**src/rtl/uart_rx_framer_if.sv**
```systemverilog
// rtl/uart_rx_framer_if.sv - word/strobe bundle from the UART framer into the receive shifting row
// master = framer side, slave = shifting row side.

interface uart_rx_framer_if #(
  parameter int DATA_WIDTH = 8
);
  logic                  shifting_enable;
  logic [DATA_WIDTH-1:0] shifting_data;
  logic                  frame_error;
  logic                  parity_error;

  modport master (
    output shifting_enable,
    output shifting_data,
    output frame_error,
    output parity_error
  );

  modport slave (
    input shifting_enable,
    input shifting_data,
    input frame_error,
    input parity_error
  );
endinterface

```
**src/rtl/uart_rx_framer.sv**
```systemverilog
// rtl/uart_rx_framer.sv - oversampling UART receive framer feeding the receive shifting row
// Recovers start/data/parity/stop framing and emits one word pulse per good frame.

module uart_rx_framer #(
  parameter int DATA_WIDTH = 8,
  parameter int OVERSAMPLE = 16,
  parameter int DIV_WIDTH  = 16
) (
  input  logic                 clk,
  input  logic                 arst_n,
  input  logic                 rx,
  input  logic [DIV_WIDTH-1:0] baud_div,
  input  logic                 parity_en,
  input  logic                 parity_odd,
  uart_rx_framer_if.master     rx_if
);

  localparam int OS_W  = $clog2(OVERSAMPLE);
  localparam int BIT_W = $clog2(DATA_WIDTH + 1);

  localparam logic [OS_W-1:0]  HALF_M1  = OS_W'(OVERSAMPLE / 2 - 1);
  localparam logic [OS_W-1:0]  FULL_M1  = OS_W'(OVERSAMPLE - 1);
  localparam logic [BIT_W-1:0] BIT_LAST = BIT_W'(DATA_WIDTH - 1);

  typedef enum logic [2:0] {
    S_IDLE,
    S_START,
    S_DATA,
    S_PARITY,
    S_STOP,
    S_WAIT_IDLE
  } state_t;

  state_t state, state_next;

  logic                  rx_m, rx_s;
  logic [DIV_WIDTH-1:0]  div_q, tick_cnt;
  logic                  tick;
  logic [OS_W-1:0]       samp_cnt;
  logic [BIT_W-1:0]      bit_cnt;
  logic                  par_en_q, par_odd_q, par_bad;
  logic [DATA_WIDTH-1:0] shift_reg;

  logic half_hit, full_hit;
  logic start_go, bit_wrap, data_shift, par_sample;
  logic pulse_ok, pulse_perr, pulse_ferr;

  always_ff @(posedge clk or negedge arst_n) begin
    if (!arst_n) begin
      rx_m <= 1'b1;
      rx_s <= 1'b1;
    end else begin
      rx_m <= rx;
      rx_s <= rx_m;
    end
  end

  // Configuration is frozen at the start edge; mid-frame changes wait for the next frame.
  always_ff @(posedge clk or negedge arst_n) begin
    if (!arst_n) begin
      div_q     <= DIV_WIDTH'(1);
      par_en_q  <= 1'b0;
      par_odd_q <= 1'b0;
    end else if (start_go) begin
      div_q     <= (baud_div == '0) ? DIV_WIDTH'(1) : baud_div;
      par_en_q  <= parity_en;
      par_odd_q <= parity_odd;
    end
  end

  assign tick = (tick_cnt >= div_q - DIV_WIDTH'(1));

  always_ff @(posedge clk or negedge arst_n) begin
    if (!arst_n) begin
      tick_cnt <= '0;
    end else if (start_go || tick) begin
      tick_cnt <= '0;
    end else begin
      tick_cnt <= tick_cnt + DIV_WIDTH'(1);
    end
  end

  assign half_hit = tick && (samp_cnt == HALF_M1);
  assign full_hit = tick && (samp_cnt == FULL_M1);

  always_ff @(posedge clk or negedge arst_n) begin
    if (!arst_n) begin
      state <= S_IDLE;
    end else begin
      state <= state_next;
    end
  end

  // IDLE is only ever entered with rx_s high, so a low level there is a falling edge.
  always_comb begin
    state_next = state;
    start_go   = 1'b0;
    bit_wrap   = 1'b0;
    data_shift = 1'b0;
    par_sample = 1'b0;
    pulse_ok   = 1'b0;
    pulse_perr = 1'b0;
    pulse_ferr = 1'b0;
    case (state)
      S_IDLE: begin
        if (!rx_s) begin
          start_go   = 1'b1;
          state_next = S_START;
        end
      end
      S_START: begin
        if (half_hit) begin
          bit_wrap   = 1'b1;
          state_next = rx_s ? S_IDLE : S_DATA;
        end
      end
      S_DATA: begin
        if (full_hit) begin
          bit_wrap   = 1'b1;
          data_shift = 1'b1;
          if (bit_cnt == BIT_LAST) begin
            state_next = par_en_q ? S_PARITY : S_STOP;
          end
        end
      end
      S_PARITY: begin
        if (full_hit) begin
          bit_wrap   = 1'b1;
          par_sample = 1'b1;
          state_next = S_STOP;
        end
      end
      S_STOP: begin
        if (full_hit) begin
          bit_wrap = 1'b1;
          if (rx_s) begin
            state_next = S_IDLE;
            if (par_bad) begin
              pulse_perr = 1'b1;
            end else begin
              pulse_ok = 1'b1;
            end
          end else begin
            pulse_ferr = 1'b1;
            state_next = S_WAIT_IDLE;
          end
        end
      end
      S_WAIT_IDLE: begin
        if (rx_s) begin
          state_next = S_IDLE;
        end
      end
      default: state_next = S_IDLE;
    endcase
  end

  always_ff @(posedge clk or negedge arst_n) begin
    if (!arst_n) begin
      samp_cnt <= '0;
    end else if (start_go || bit_wrap) begin
      samp_cnt <= '0;
    end else if (tick && (state != S_IDLE) && (state != S_WAIT_IDLE)) begin
      samp_cnt <= samp_cnt + 1'b1;
    end
  end

  // LSB arrives first, so shifting in from the top leaves bit k at index k.
  always_ff @(posedge clk or negedge arst_n) begin
    if (!arst_n) begin
      bit_cnt   <= '0;
      shift_reg <= '0;
      par_bad   <= 1'b0;
    end else if (start_go) begin
      bit_cnt <= '0;
      par_bad <= 1'b0;
    end else begin
      if (data_shift) begin
        bit_cnt   <= bit_cnt + 1'b1;
        shift_reg <= {rx_s, shift_reg[DATA_WIDTH-1:1]};
      end
      if (par_sample) begin
        par_bad <= rx_s ^ (^shift_reg) ^ par_odd_q;
      end
    end
  end

  always_ff @(posedge clk or negedge arst_n) begin
    if (!arst_n) begin
      rx_if.shifting_enable <= 1'b0;
      rx_if.shifting_data   <= '0;
      rx_if.frame_error     <= 1'b0;
      rx_if.parity_error    <= 1'b0;
    end else begin
      rx_if.shifting_enable <= pulse_ok;
      rx_if.frame_error     <= pulse_ferr;
      rx_if.parity_error    <= pulse_perr;
      if (pulse_ok) begin
        rx_if.shifting_data <= shift_reg;
      end
    end
  end

endmodule

```
**src/flat_wrapper.sv**
```systemverilog
// flat-port wrapper written by rule: the top's interface ports become plain ports
module uart_rx_framer_flat 
#(
  parameter int DATA_WIDTH = 8,
  parameter int OVERSAMPLE = 16,
  parameter int DIV_WIDTH  = 16
)
  (clk, arst_n, rx, baud_div, parity_en, parity_odd, rx_if_shifting_enable, rx_if_shifting_data, rx_if_frame_error, rx_if_parity_error);
  uart_rx_framer_if #(.DATA_WIDTH(DATA_WIDTH)) rx_if_i ();
  input  logic clk;
  input  logic arst_n;
  input  logic rx;
  input  logic [DIV_WIDTH-1:0] baud_div;
  input  logic parity_en;
  input  logic parity_odd;
  output wire logic [$bits(rx_if_i.shifting_enable)-1:0] rx_if_shifting_enable;
  output wire logic [$bits(rx_if_i.shifting_data)-1:0] rx_if_shifting_data;
  output wire logic [$bits(rx_if_i.frame_error)-1:0] rx_if_frame_error;
  output wire logic [$bits(rx_if_i.parity_error)-1:0] rx_if_parity_error;
  assign rx_if_shifting_enable = rx_if_i.shifting_enable;
  assign rx_if_shifting_data = rx_if_i.shifting_data;
  assign rx_if_frame_error = rx_if_i.frame_error;
  assign rx_if_parity_error = rx_if_i.parity_error;
  uart_rx_framer #(.DATA_WIDTH(DATA_WIDTH), .OVERSAMPLE(OVERSAMPLE), .DIV_WIDTH(DIV_WIDTH)) u_core (.clk(clk), .arst_n(arst_n), .rx(rx), .baud_div(baud_div), .parity_en(parity_en), .parity_odd(parity_odd), .rx_if(rx_if_i));
endmodule
```
**config.mk**
```make
export PLATFORM = sky130hd
export DESIGN_NAME = uart_rx_framer_flat
export DESIGN_NICKNAME = d
export VERILOG_FILES = /design/src/rtl/uart_rx_framer_if.sv /design/src/rtl/uart_rx_framer.sv /design/src/flat_wrapper.sv
export SDC_FILE = /design/constraint.sdc
export NUM_CORES = 1
export LEC_CHECK = 0
export CAP_MARGIN = 20
export CORE_ASPECT_RATIO = 0.6
export CORE_MARGIN = 5
export CORE_UTILIZATION = 25
export CTS_CLUSTER_SIZE = 28
export DETAILED_ROUTE_END_ITERATION = 10
export SLEW_MARGIN = 0
export SYNTH_ARGS = -nofsm -noshare
export SYNTH_HDL_FRONTEND = slang
export SYNTH_SLANG_ARGS = --single-unit
```
**constraint.sdc**
```tcl
create_clock -name clk -period 8.5 [get_ports clk]
set_input_delay 0.85 -clock clk [delete_from_list [all_inputs] [get_ports clk]]
set_output_delay 0.85 -clock clk [all_outputs]
set_load 0.01 [all_outputs]
```
==> metrics.yaml <==
logic_synthesis:
  synth_adder_area_share: 0.0675
  async_flop_share: 1.00
  yosys_most_used_dff: "dfrtp_1"
  synthMuxAreaShare: 0.0621
  synth-simple-area-share: 0.231
  synthCells: 381
  synth-compound-area-share: 0.0837
  syn_avg_cell_area_sq_um: 9.73
  synth_top_area_share: 0.432
  yosysWarnings: 0
  ys_ff_latch: 67
  synth_nets: 422
  synth_xor_area_frac: 0.0779
  synth_top_family_by_area: "simple AND/OR/NAND/NOR gates"
  netlist_area_sq_um: 3710
  synth_seq_area_share: 0.453
  synthTopCellsByCount: "nand2_1, dfrtp_1, nor2_1"
  ys_types: 49
  synthTopCellsByArea: "dfrtp_1, nand2_1, ha_1"
  synth_edf_count: 0
  synth_top_cell_by_area: "dfrtp_1"
  yosysMostFrequentCell: "nand2_1"
grt:
  antenna_found_initial: 0
  grt_pass1_vias: 2915
  grt.overflow.total: 0
  grt_max_degree: 68
  grt_use_total: 0.103
  grt_first_pass_wirelength_mm: 14.7
setup_path:
  crit_path_end_kind: "flop"
  critPathTopFamily: "simple AND/OR/NAND/NOR gates"
  cp.arrival_ns: 4.87
  crit_path_max_incr_delay_ns: 0.54
  r2r_slack_ns: 3.84
  cp_slowest_cell: "or4_4"
  path_cells: "or4_4 > or3_4 > or3_4 > nor4_4 > nand3_1 > xor2_1 > ha_1 > nand4_1 > a211o_1 > o31a_1 > nand2_1 > nor4bb_1 > buf_4 > mux2_2"
  crit_required_ns: 8.71
  worst_setup_path_start_kind: "flop"
  path_common_cell: "or3_4"
  worst-path-buf-inv: 1
  critPathMaxFanout: 14
  setup.worst_path.class: "reg2reg"
die:
  initial_core_util: 0.256
  dieArea_sq_um: 17400
  rows: 34
  io_pins: 32
  fp.dieW_microns: 167
  fp.dieH_microns: 104
  coreArea_sq_um: 14500
placed_design:
  io_buffers: 31
  dpl_cell_area_sq_um: 4240
  dp_cells: 601
  gp_congestion: 0.805
  dp_hpwl_mm: 6.16
route:
  vias: 2828
  first_pass_iters: 4
  ant_nets: 0
  drt-initial-drc-count: 234
  avgViaCountPerCell: 4.58
  detail_route.wl_per_cell_microns: 13.8
  drc: 0
  wl_mm: 8.50
finish:
  finalInstanceArea_sq_um: 4570
  fin_cells: 617
  drive_gt1_frac: 0.117
  antenna_cells: 0
  area_growth_pct: 23.2
  reg.largest.list: "u_core.div_q: 16 flops, u_core.tick_cnt: 16 flops"
  nNetsFinal: 455
timing:
  tns_ns: 0
  fin_crit_sh: 0.548
  tightestPinTransition_ns: 0.931
  fmax_mhz: 215
  max-slew-margin-rel: 0.378
  final-setup-viol-count: 0
  hold_viol_final: 0
  rsz0062_at_grt: "false"
  period_needed_ns: 4.66
  fin_skew_ns: 0.00871
  finalMaxSlewViolations: 0
clocking:
  cts-root-buf: "clkbuf_16"
  cts_tree: "built"
  path_clk_slew_ns: 0.06
  cts_buffers: 9
  cts.repair.resized: 0
  cts_setup_buffers: 0
  clk_latency_ns: 0.33
  clkSinkCount: 67
  hold_buffers: 0
  htreeDepth: 3
  cts_buffer_depth: 2
pwr:
  switching_power_uw: 218
  clockPowerShare: 0.484
  power_frac_seq: 0.425
  p_sw_frac: 0.253
  peakVddDrop_mv: 0.0833
  powerDensity_nw_per_um2: 189
  pwr-share-comb: 0.091
  internal_power_uw: 645
  p_leak_uw: 0.00198
worst_hold_path:
  hold_class: "reg2reg"
job:
  drv_cap: 0
status:
  status: "finished clean"
[metrics by stage]
step	util	total power (uW)	worst slack (ns)	hold slack [ns]
after detailed placement	0.292	449	3.85	0.349
final	0.315	863	3.84	0.358
after global routing	0.315	905	3.52	0.360
after CTS	0.315	871	3.83	0.357
after floorplan	-	411	4.42	0.345
after global placement	0.292	446	3.98	0.349
[per-layer routing]
layer	part of all wire	wire [microns]	up-vias	track usage
met4	0.028	240	0	0.0481
met3	0.032	272	17	0.0171
met5	0	0	-	0
met2	0.44	3710	55	0.154
met1	0.50	4270	1356	0.144
li1	-	-	1400	-
[worst register-to-register path, delay by kind of cell (launching register included)]
| kind | cells | cell delay, ns |
|---|---|---|
| simple gates | 8 | 2.50 |
| mux | 1 | 0.34 |
| compound gates | 2 | 0.55 |
| fa+ha+maj | 1 | 0.33 |
| xor+xnor | 1 | 0.17 |
| buf+inv | 1 | 0.22 |
| flops | 1 | 0.43 |
[cells in the final DEF, fill, tap and decap left out, types with 3 or more instances in the layout]
master	count
mux2_2	16
xnor2_1	23
and4_1	3
inv_6	3
and3_1	3
or3_1	5
nand4_1	7
o21ai_0	13
buf_4	3
nor4_1	7
nand3b_1	4
mux2i_1	5
nand2_1	67
clkbuf_16	9
a21o_1	3
nor2_1	26
ha_1	20
nand3_1	21
nor2b_1	3
dfstp_2	3
nor3_1	9
inv_1	12
clkdlybuf4s50_1	30
a21oi_1	11
nand2b_1	6
dfrtp_1	64
xor2_1	10
[power groups by stage]
stage	logic (uW)	registers (uW)	clock network (uW)
CTS	78.9	366	426
global route	94.0	370	441
floorplan	49.0	363	0
detailed placement	77.9	372	0
finish	78.3	367	418
global placement	75.2	370	0
[cells by family (layout without fill, tap and decap cells)]
family / Yosys count / after routing
simple gates: 172 / 172
flops: 67 / 67
compound gates: 44 / 44
xor+xnor: 33 / 33
buf+inv: 24 / 62
mux: 21 / 21
fa+ha+maj: 20 / 20
[layout make-up]
type	instances	area, sq um
repair buffers	34	328
clock inverters	6	95.1
inverters	12	45.0
well taps	198	248
fillers	1474	9940
multi-input cells	290	1940
clock buffers	10	239
flip-flops and latches	67	1680
[path summary, 6_finish.rpt]
| kind | from | end | cells after the start |
|---|---|---|---|
| hold reg to reg | u_core.rx_m | u_core.rx_s | 0 |
| hold / removal | u_core.rx_m | u_core.rx_s | 0 |
| max in group asynchronous | arst_n | u_core.state[2] | 2 |
| setup / recovery | u_core.div_q[3] | u_core.rx_if.shifting_data[3] | 14 |
| setup reg to reg | u_core.div_q[3] | u_core.rx_if.shifting_data[3] | 14 |
| min in group asynchronous | arst_n | u_core.tick_cnt[2] | 2 |
No activity file was read; power rests on OpenSTA's default activity.
